$ cat src/rtl/arb_pkg.sv
// arb_pkg: shared state encodings for the round-robin stream arbiter.
package arb_pkg;
    typedef enum logic [1:0] {
        ST_IDLE  = 2'd0,
        ST_LOCK0 = 2'd1,
        ST_LOCK1 = 2'd2
    } state_t;
endpackage

$ cat src/rtl/mux2x1_struct.sv
// mux2x1_struct: one-bit 2:1 data mux slice.
module mux2x1_struct (
    input  logic S,
    input  logic I0,
    input  logic I1,
    output logic Y
);
    assign Y = S ? I1 : I0;
endmodule

$ cat src/rtl/arb2x1_rr_stream.sv
// arb2x1_rr_stream: two-input round-robin stream arbiter with packet lock
// and a single registered output stage.
module arb2x1_rr_stream
    import arb_pkg::*;
#(
    parameter int WIDTH = 8
) (
    input  logic             clk,
    input  logic             rst,
    input  logic             in0_valid,
    input  logic [WIDTH-1:0] in0_data,
    input  logic             in0_last,
    output logic             in0_ready,
    input  logic             in1_valid,
    input  logic [WIDTH-1:0] in1_data,
    input  logic             in1_last,
    output logic             in1_ready,
    output logic             out_valid,
    output logic [WIDTH-1:0] out_data,
    output logic             out_last,
    output logic             out_src,
    input  logic             out_ready
);
    state_t           state, state_nxt;
    logic             prio, grant, can_load, acc, grant_last;
    logic [WIDTH-1:0] mux_data;

    assign can_load   = ~out_valid | out_ready;
    assign grant_last = grant ? in1_last : in0_last;
    assign acc        = grant ? (in1_valid & in1_ready) : (in0_valid & in0_ready);

    // A lock pins the grant; otherwise a lone requester wins and ties go to prio.
    always_comb
        grant = (state == ST_LOCK0) ? 1'b0 :
                (state == ST_LOCK1) ? 1'b1 :
                (in0_valid & in1_valid) ? prio : in1_valid;

    always_ff @(posedge clk or posedge rst)
        if (rst) state <= ST_IDLE;
        else     state <= state_nxt;

    // The unused encoding falls back to IDLE.
    always_comb
        state_nxt = acc ? (grant_last ? ST_IDLE : (grant ? ST_LOCK1 : ST_LOCK0)) :
                    (state == ST_LOCK0 || state == ST_LOCK1) ? state : ST_IDLE;

    always_comb begin
        in0_ready = ~rst & can_load & ~grant;
        in1_ready = ~rst & can_load & grant;
    end

    for (genvar i = 0; i < WIDTH; i++) begin : g_mux
        mux2x1_struct u_mux (
            .S (grant),
            .I0(in0_data[i]),
            .I1(in1_data[i]),
            .Y (mux_data[i])
        );
    end

    always_ff @(posedge clk or posedge rst)
        if (rst)                   prio <= 1'b0;
        else if (acc & grant_last) prio <= ~grant;

    always_ff @(posedge clk or posedge rst)
        if (rst) begin
            out_valid <= 1'b0;
            out_data  <= '0;
            out_last  <= 1'b0;
            out_src   <= 1'b0;
        end else if (acc) begin
            out_valid <= 1'b1;
            out_data  <= mux_data;
            out_last  <= grant_last;
            out_src   <= grant;
        end else if (out_ready) begin
            out_valid <= 1'b0;
        end
endmodule

$ cat config.mk
export PLATFORM = sky130hd
export DESIGN_NAME = arb2x1_rr_stream
export DESIGN_NICKNAME = d
export VERILOG_FILES = /design/src/rtl/arb_pkg.sv /design/src/rtl/mux2x1_struct.sv /design/src/rtl/arb2x1_rr_stream.sv
export SDC_FILE = /design/constraint.sdc
export NUM_CORES = 1
export LEC_CHECK = 0
export ABC_AREA = 1
export BUFFER_PORTS_ARGS = -buffer_cell sky130_fd_sc_hd__buf_2
export CAP_MARGIN = 10
export CORE_ASPECT_RATIO = 1.75
export CORE_MARGIN = 4
export CORE_UTILIZATION = 34
export CTS_CLUSTER_DIAMETER = 120
export DETAILED_ROUTE_END_ITERATION = 10
export GPL_ROUTABILITY_DRIVEN = 0
export PLACE_DENSITY = 0.6
export SYNTH_ARGS = -nofsm -noshare
export SYNTH_HDL_FRONTEND = slang
export SYNTH_SLANG_ARGS = --single-unit
$ cat constraint.sdc
create_clock -name clk -period 3.5 [get_ports clk]
set_input_delay 0.7 -clock clk [delete_from_list [all_inputs] [get_ports clk]]
set_output_delay 0.7 -clock clk [all_outputs]
set_load 0.01 [all_outputs]
# --- Word level (Yosys, flattened, before mapping) ---
# Index checks and enable logic that the tools add are counted.
classes:
  n_reduce_logical: 2
  n_bitwise: 11
  muxes: 19
  n_eq_ne: 3
ops:
  columns: ["cell", "count"]
  rows:
  - ["1-bit 2-to-1 mux", 15]
  - ["2-bit 2-to-1 mux", 4]
  - ["1-bit AND", 7]
  - ["1-bit inverter", 3]
  - ["2-bit by 1-bit == test with 1-bit output (second input constant)", 1]
  - ["2-bit == test (second input constant)", 1]
  - ["2-bit inequality test (second input constant)", 1]
  - ["2-bit nonzero test", 1]
  - ["1-bit logical OR", 1]
  - ["1-bit bitwise OR", 1]
word_totals:
  output_inout_bits: 13
  reg_bits: 14
  in_bits: 23
  word_cells: 41

# --- Longest topological paths before layout ---
# Gate-level depths: netlist of run 1.
depth:
  depth_word: 9
  ltp_mapped: 10
  depth_no_buf: 10

# --- By module ---
# A second synthesis of run 1 with hierarchy kept.
unflattened:
  hier_cells: 115
  hier_area_um2: 793.3
modules_own_cells:
  columns: ["module", "area_per_inst_um2", "instances", "seq_area_each_um2", "cells_per_inst"]
  rows:
  - ["arb2x1_rr_stream", 673.1, 1, 350.3, 83]
  - ["mux2x1_struct", 15.0, 8, 0.0, 4]

# --- Worst setup path before layout of run 1 ---
# Ideal clock, no wire load.
synth_timing:
  path_kind: "input-to-output"
  start: "input port in0_valid"
  end: "output port in1_ready"
  stages: 6
  required_ps: 2800
  slack_ps: 1523
  path_buffers: 1
  t_arrival_ps: 1277
  cell_sequence: "nand2_1 -> nand2_2 -> nand2_4 -> nand2_4 -> buf_2 -> nor2_1"
synth_via:
  elab_chain_len: 5
synth_rtl:
  columns: ["element", "line_no", "source"]
  rows:
  - ["start, declared", "arb2x1_rr_stream.sv:10", "input logic in0_valid,"]
  - ["1-bit AND", "arb2x1_rr_stream.sv:36", "(in0_valid & in1_valid) ? prio : in1_valid;"]
  - ["1-bit 2-to-1 mux", "arb2x1_rr_stream.sv:36", null]
  - ["1-bit 2-to-1 mux", "arb2x1_rr_stream.sv:35", "(state == ST_LOCK1) ? 1'b1 :"]
  - ["1-bit 2-to-1 mux", "arb2x1_rr_stream.sv:34", "grant = (state == ST_LOCK0) ? 1'b0 :"]
  - ["1-bit AND", "arb2x1_rr_stream.sv:49", "in1_ready = ~rst & can_load & grant;"]
  - ["end, declared", "arb2x1_rr_stream.sv:17", "output logic in1_ready,"]
# No other way between the ends.

# --- Worst setup path after layout of run 1 ---
layout_timing:
  start: "register state[0]"
  end: "output port in0_ready"
layout_via:
  elab_chain_len: 5
  word_cells_on_any_way: 6
  classes_between: "eq/ne (2); mux (2); bitwise (2)"
layout_rtl:
  columns: ["element", "line_no", "source"]
  rows:
  - ["start, declared", "arb2x1_rr_stream.sv:24", "state_t state, state_nxt;"]
  - ["start signal, assigned", "arb2x1_rr_stream.sv:40", "else state <= state_nxt;"]
  - ["2-bit == test", "arb2x1_rr_stream.sv:35", null]
  - ["1-bit 2-to-1 mux", "arb2x1_rr_stream.sv:35", null]
  - ["1-bit 2-to-1 mux *", "arb2x1_rr_stream.sv:34", null]
  - ["1-bit inverter *", "arb2x1_rr_stream.sv:48", "in0_ready = ~rst & can_load & ~grant;"]
  - ["1-bit AND *", "arb2x1_rr_stream.sv:48", null]
  - ["end, declared", "arb2x1_rr_stream.sv:13", "output logic in0_ready,"]
# Mark *: on every way between the ends. The rest lies on a longest branch, timed or not.

==> results of run 1 <==
-- per-stage QoR --
step / std cells / hold slack (ps) / power (mW) / util, %
after detailed placement: 166 / 459 / 0.522 / 43.6
final: 169 / 468 / 0.643 / 45.4
after floorplan: 108 / 442 / 0.426 / -
after CTS: 169 / 473 / 0.657 / 45.4
after global routing: 169 / 487 / 0.700 / 45.4
after global placement: 166 / 450 / 0.514 / 43.6
-- logic make-up (layout without fill, tap and decap cells) --
kind of cell | count (synthesis) | count (layout) | synth area share [%]
AND/OR/NAND/NOR | 78 | 78 | 45.1
flip-flops | 14 | 14 | 43.5
buffers and inverters | 13 | 49 | 7.62
adder cells (fa/ha/maj) | 2 | 2 | 3.11
AO/OA/AOI/OAI | 1 | 1 | 0.621
-- cell type report --
class                      count  share of cell area, %
multi-input combinational     81                   38.1
sequential                    14                   33.9
timing repair buffer          35                   17.0
clock buffer                   3                   4.00
inverter                      11                   4.00
tap                           25                   3.03
-- worst max-delay path, stage by stage (launching register included) --
cell     delay, ps
dfrtp_1        370
inv_1           60
ha_1           200
inv_2           70
nand2_4         60
nand2_4        140
inv_2          120
nor2_1         110
buf_2          140
-- power by group --
part / internal (mW) / leakage, nW / switching (mW)
logic: 0.0978 / 0.430 / 0.160
clock network: 0.0760 / 0.0216 / 0.0534
registers: 0.225 / 0.177 / 0.0309
total: 0.399 / 0.629 / 0.244
-- per-layer routing --
layer  up-vias  part of all wire (%)
li1        396                     -
met1       347                    37
met2        19                    56
met3         4                   5.0
met4         0                   1.5
met5         -                     0
-- cell usage in the layout (no fill, tap or decap), types with 3 or more instances in the layout --
master    Yosys  routed
clkbuf_8      0       3
inv_2         5       5
dfrtp_1      14      14
nor2_1        5       5
nand2_2      12      12
nand2_1      52      52
buf_2         1      35
inv_1         6       6
-- final timing paths --
kind / slack (ps) / start / endpoint / depth (start not counted)
setup / recovery: 1270 / state[0] / in0_ready / 8
hold / removal: 470 / out_data[3] / out_data[3] / 2
setup reg to reg: 1720 / state[0] / out_data[7] / 10
hold reg to reg: 470 / out_data[3] / out_data[3] / 2
max in group asynchronous: 2610 / rst / out_data[3] / 2
min in group asynchronous: 520 / rst / out_src / 2
-- flip-flops by register name, summed over array words and instances, names as in the netlist --
name       count
out_last       1
out_data       8
out_src        1
state          2
out_valid      1
prio           1
==> impl_metrics.ini, run 1 <==
[yosys]
synth_top_area_cell = dfrtp_1
synth.yosys.seq_area_share_pct = 43.5
yosysTopAreaCellShare_pct = 43.5
synth_enable_flop_cells = 0
synth_ff_type = dfrtp_1
ys_warn_count = 0
synthMostInstantiatedCell = nand2_1
synth_area_per_cell_um2 = 7.45
postSynthCellCount = 108
netlist_area_um2 = 805
yosysUniqueCellTypes = 16
syn_nets = 133
yosys-top-cells-count = nand2_1 (52), dfrtp_1 (14), nand2_2 (12), inv_1 (6)
ys_ff_latch = 14
synthArstFlopShare_pct = 100
synth.area.top_cells = dfrtp_1 (44%), nand2_1 (24%), nand2_2 (9.3%)

[setup_path]
critical_path_class = reg -> out
crit_required_ps = 2800
end_kind = output port
worstPathMaxFanout = 14
worst_setup_path_start_kind = flop
cp.arrival_ps = 1530

[die]
core_area_um2 = 2270
fp-row-count = 23
die_h_um = 72.4
dieArea_um2 = 3240
io_pins = 36
die_w_um = 44.8
initial_core_util_pct = 35.4

[clocking]
ctsHoldBuffers = 0
cts_resized = 0
cts_sinks = 14
htree_levels = 1
post-cts-setup-buffers = 0
cts_buffer_depth = 2
cts_buffers = 3
clock_latency_ps = 240
cts_tree = yes
root_buffer = clkbuf_8
path_clk_slew_ps = 60

[sta]
finalClockSkew_ps = 2.25
slew_headroom_pct = 62.3
rsz0062_at_grt = false
setup_violations = 0
fmax_ghz = 0.449
hold_viol = 0
tightest_slew_ps = 565
fin_setup_tns_ps = 0
fin_crit_ps = 2230
layout_setup_ws_ps = 1270
finalCritPeriodShare_pct = 63.6
slew_violations = 0

[global_route]
antenna_found_initial = 0
grt_max_degree = 15
grt_pass1_wl_um = 3320
met3_usage_pct = 2.23
busiest_layer = met2
grt_pass1_vias = 800
met2_usage_pct = 25.0
track_usage_pct = 13.7
grt_overflow = 0
grt_use_met1_pct = 14.9

[power_and_ir_drop]
vdd_drop_max_uv = 231
powerDensity_nw_per_um2 = 623
leakagePower_nw = 0.629

[final_layout]
nets = 171
design_area_um2 = 1030
area_growth_pct = 28.3
seq_area_um2 = 350
n_antenna_cell = 0
drive_gt1_share_pct = 41.7
multi_input_area_um2 = 393
fillerInstances = 253

[run]
maxCapViolCount = 0

[placed_design]
dp_hpwl_um = 1600
place_area_um2 = 991
numPortBuffers = 35
preCtsSetupSlack_ps = 1280

[detailed_routing]
drc = 0
post_drt_via_cell_ratio = 4.53
drt_iter0_markers = 19
wire_per_inst_um = 11.7
dr.pass1.iters = 3
wl_um = 1970
vias = 766
ant_nets = 0

[run_status]
outcome = completed

[min_path]
min_path_type = reg -> reg
(Power assumes the default switching activity.)
==> run 2: changes to the inputs <==
--- a/config.mk
+++ b/config.mk
@@ -5,7 +5,7 @@
 export SDC_FILE = /design/constraint.sdc
 export NUM_CORES = 1
 export LEC_CHECK = 0
-export ABC_AREA = 1
+export ABC_AREA = 0
 export BUFFER_PORTS_ARGS = -buffer_cell sky130_fd_sc_hd__buf_2
 export CAP_MARGIN = 10
 export CORE_ASPECT_RATIO = 1.75
@@ -14,7 +14,7 @@
 export CTS_CLUSTER_DIAMETER = 120
 export DETAILED_ROUTE_END_ITERATION = 10
 export GPL_ROUTABILITY_DRIVEN = 0
-export PLACE_DENSITY = 0.6
+export PLACE_DENSITY = 0.62
 export SYNTH_ARGS = -nofsm -noshare
 export SYNTH_HDL_FRONTEND = slang
 export SYNTH_SLANG_ARGS = --single-unit
==> constraint.sdc (replaced) <==
create_clock -name clk -period 2.03 [get_ports clk]
set_input_delay 0.406 -clock clk [delete_from_list [all_inputs] [get_ports clk]]
set_output_delay 0.406 -clock clk [all_outputs]
set_load 0.01 [all_outputs]
==> impl_metrics.ini, run 2 <==
[final_layout]
seq_area_um2 = 350
area_growth_pct = 33.8
largest_reg_flops = 8
fillerInstances = 241
final_util_pct = 47.6
multi_input_area_um2 = 415
final_common_cell = buf_2
drive_gt1_share_pct = 45.5
top_regs = out_data: 8 flops, state: 2 flops
layout_common_cells = buf_2 (35), dfrtp_1 (14), inv_1 (13)
largest-register = out_data
layout.cells.non_filler = 148
nets = 149
n_antenna_cell = 0

[setup_path]
r2r-start = state[1]
crit_start = state[1]
worstPathMaxFanout = 3
reg2reg_slack_ps = 250
r2r_end = state[0]
worst_setup_path_start_kind = flop
cp.arrival_ps = 1520
end_kind = output port
crit_required_ps = 1620
rr_worst_depth = 7
critical_path_class = reg -> out

[die]
core_area_um2 = 2300
die_w_um = 45.1
fp-row-count = 23
die_h_um = 72.9
initial_core_util_pct = 35.5
dieArea_um2 = 3290
io_pins = 36

[sta]
slew_headroom_pct = 73.8
rsz0062_at_grt = false
tightest_slew_ps = 391
fin_setup_tns_ps = 0
fmax_ghz = 0.519
finalClockSkew_ps = 5.22
fin_hold_ws_ps = 178
hold_viol = 0
setup_violations = 0
finalCritPeriodShare_pct = 94.9
slew_violations = 0
fin_crit_ps = 1930

[power_and_ir_drop]
powerDensity_nw_per_um2 = 840
swShare_pct = 30.9
vdd_drop_max_uv = 388
leakagePower_nw = 0.554
intPower_uw = 635
power_frac_seq_pct = 39.1
switchingPower_uw = 284
clock_power_share_pct = 29.3
p_comb_share_pct = 31.6

[clocking]
clock_latency_ps = 250
cts_sinks = 14
cts_buffer_depth = 2
cts_resized = 0
root_buffer = clkbuf_8
htree_levels = 1
cts_tree = yes
post-cts-setup-buffers = 0
path_clk_slew_ps = 60
cts_buffers = 3
ctsHoldBuffers = 0

[detailed_routing]
post_drt_via_cell_ratio = 4.88
ant_nets = 0
wl_met3_um = 145
wl_um = 1940
drc = 0
m1WireLength_um = 754
route.met2.wl_um = 986
wire_per_inst_um = 13.1
routed.top_layer = met4
vias = 722
dr.pass1.iters = 4
drt_iter0_markers = 10

[yosys]
yosysTopAreaCellShare_pct = 42.8
synthArstFlopShare_pct = 100
ys_warn_count = 0
synth_area_per_cell_um2 = 9.63
synth.yosys.seq_area_share_pct = 42.8
synth.area.top_cells = dfrtp_1 (43%), a221oi_2 (15%), inv_1 (6.4%)
syn_nets = 110
yosys-top-cells-count = dfrtp_1 (14), inv_1 (14), nor2_1 (13), a221oi_2 (8), nor3_1 (8)
synth_top_area_cell = dfrtp_1
netlist_area_um2 = 818
ys_ff_latch = 14
synth_enable_flop_cells = 0
synth_ff_type = dfrtp_1
postSynthCellCount = 85
yosysUniqueCellTypes = 24

[global_route]
grt_pass1_vias = 762
grt_pass1_wl_um = 3370
antenna_found_initial = 0
track_usage_pct = 14.0
grt_max_degree = 20
grt_overflow = 0

[run]
maxCapViolCount = 0

[placed_design]
dp_hpwl_um = 1490
numPortBuffers = 35
dp.cells = 144

[run_status]
outcome = completed

[min_path]
min_path_type = in -> async
## run 2: worst max-delay path by stage
| stage | cells after the start | to | slack [ps] |
|---|---|---|---|
| final | 6 | in0_ready | 100 |
| after CTS | 6 | in1_ready | 40 |
| after global placement | 6 | state[0] | 310 |
| after floorplan | 6 | in0_ready | 270 |
| after global routing | 6 | in0_ready | 10 |
| after detailed placement | 6 | state[0] | 240 |
## run 2: layout make-up
class | count | area share (%)
Tap cell | 25 | 2.86
Clock buffer | 4 | 5.03
Timing Repair Buffer | 37 | 17.4
Sequential cell | 14 | 32.0
Multi-Input combinational cell | 54 | 37.9
Inverter | 14 | 4.80
## run 2: kinds of logic (layout without fill, tap and decap cells)
logic type                 count (synthesis)  in the layout  share of synthesized area [%]
DFF                                       14             14                           42.8
muxes                                      1              1                           1.38
AOI/OAI and AO/OA                         18             18                           23.9
adders and majority gates                  2              2                           3.06
and+or+nand+nor                           33             33                           19.9
buffers and inverters                     17             55                           9.02
## run 2: power groups by stage
stage,logic [mW],registers (mW),clock network (mW)
2_1_floorplan,0.167,0.383,0
3_3_place_gp,0.284,0.363,0
3_5_place_dp,0.287,0.364,0
4_1_cts,0.289,0.359,0.275
5_1_grt,0.324,0.367,0.292
6_report,0.291,0.360,0.269
## run 2: worst max-delay path, stage by stage (launching register included)
cell and delay, ps:
dfrtp_1 400, inv_2 80, ha_4 130, and2b_1 210
a21bo_4 230, nor2_2 100, buf_2 130
## run 2: through the flow
stage	power (mW)	area [µm²]	setup slack, ps
global placement	0.647	1020	306
global route	0.982	1090	11.7
detailed placement	0.650	1020	236
floorplan	0.550	818	271
CTS	0.923	1070	38.3
finish	0.920	1090	104
## run 2: metal layers
metal,up-vias,track usage [%]
met5,-,0
met4,0,7.82
met3,6,2.96
met2,26,22.7
met1,320,16.4
li1,370,-
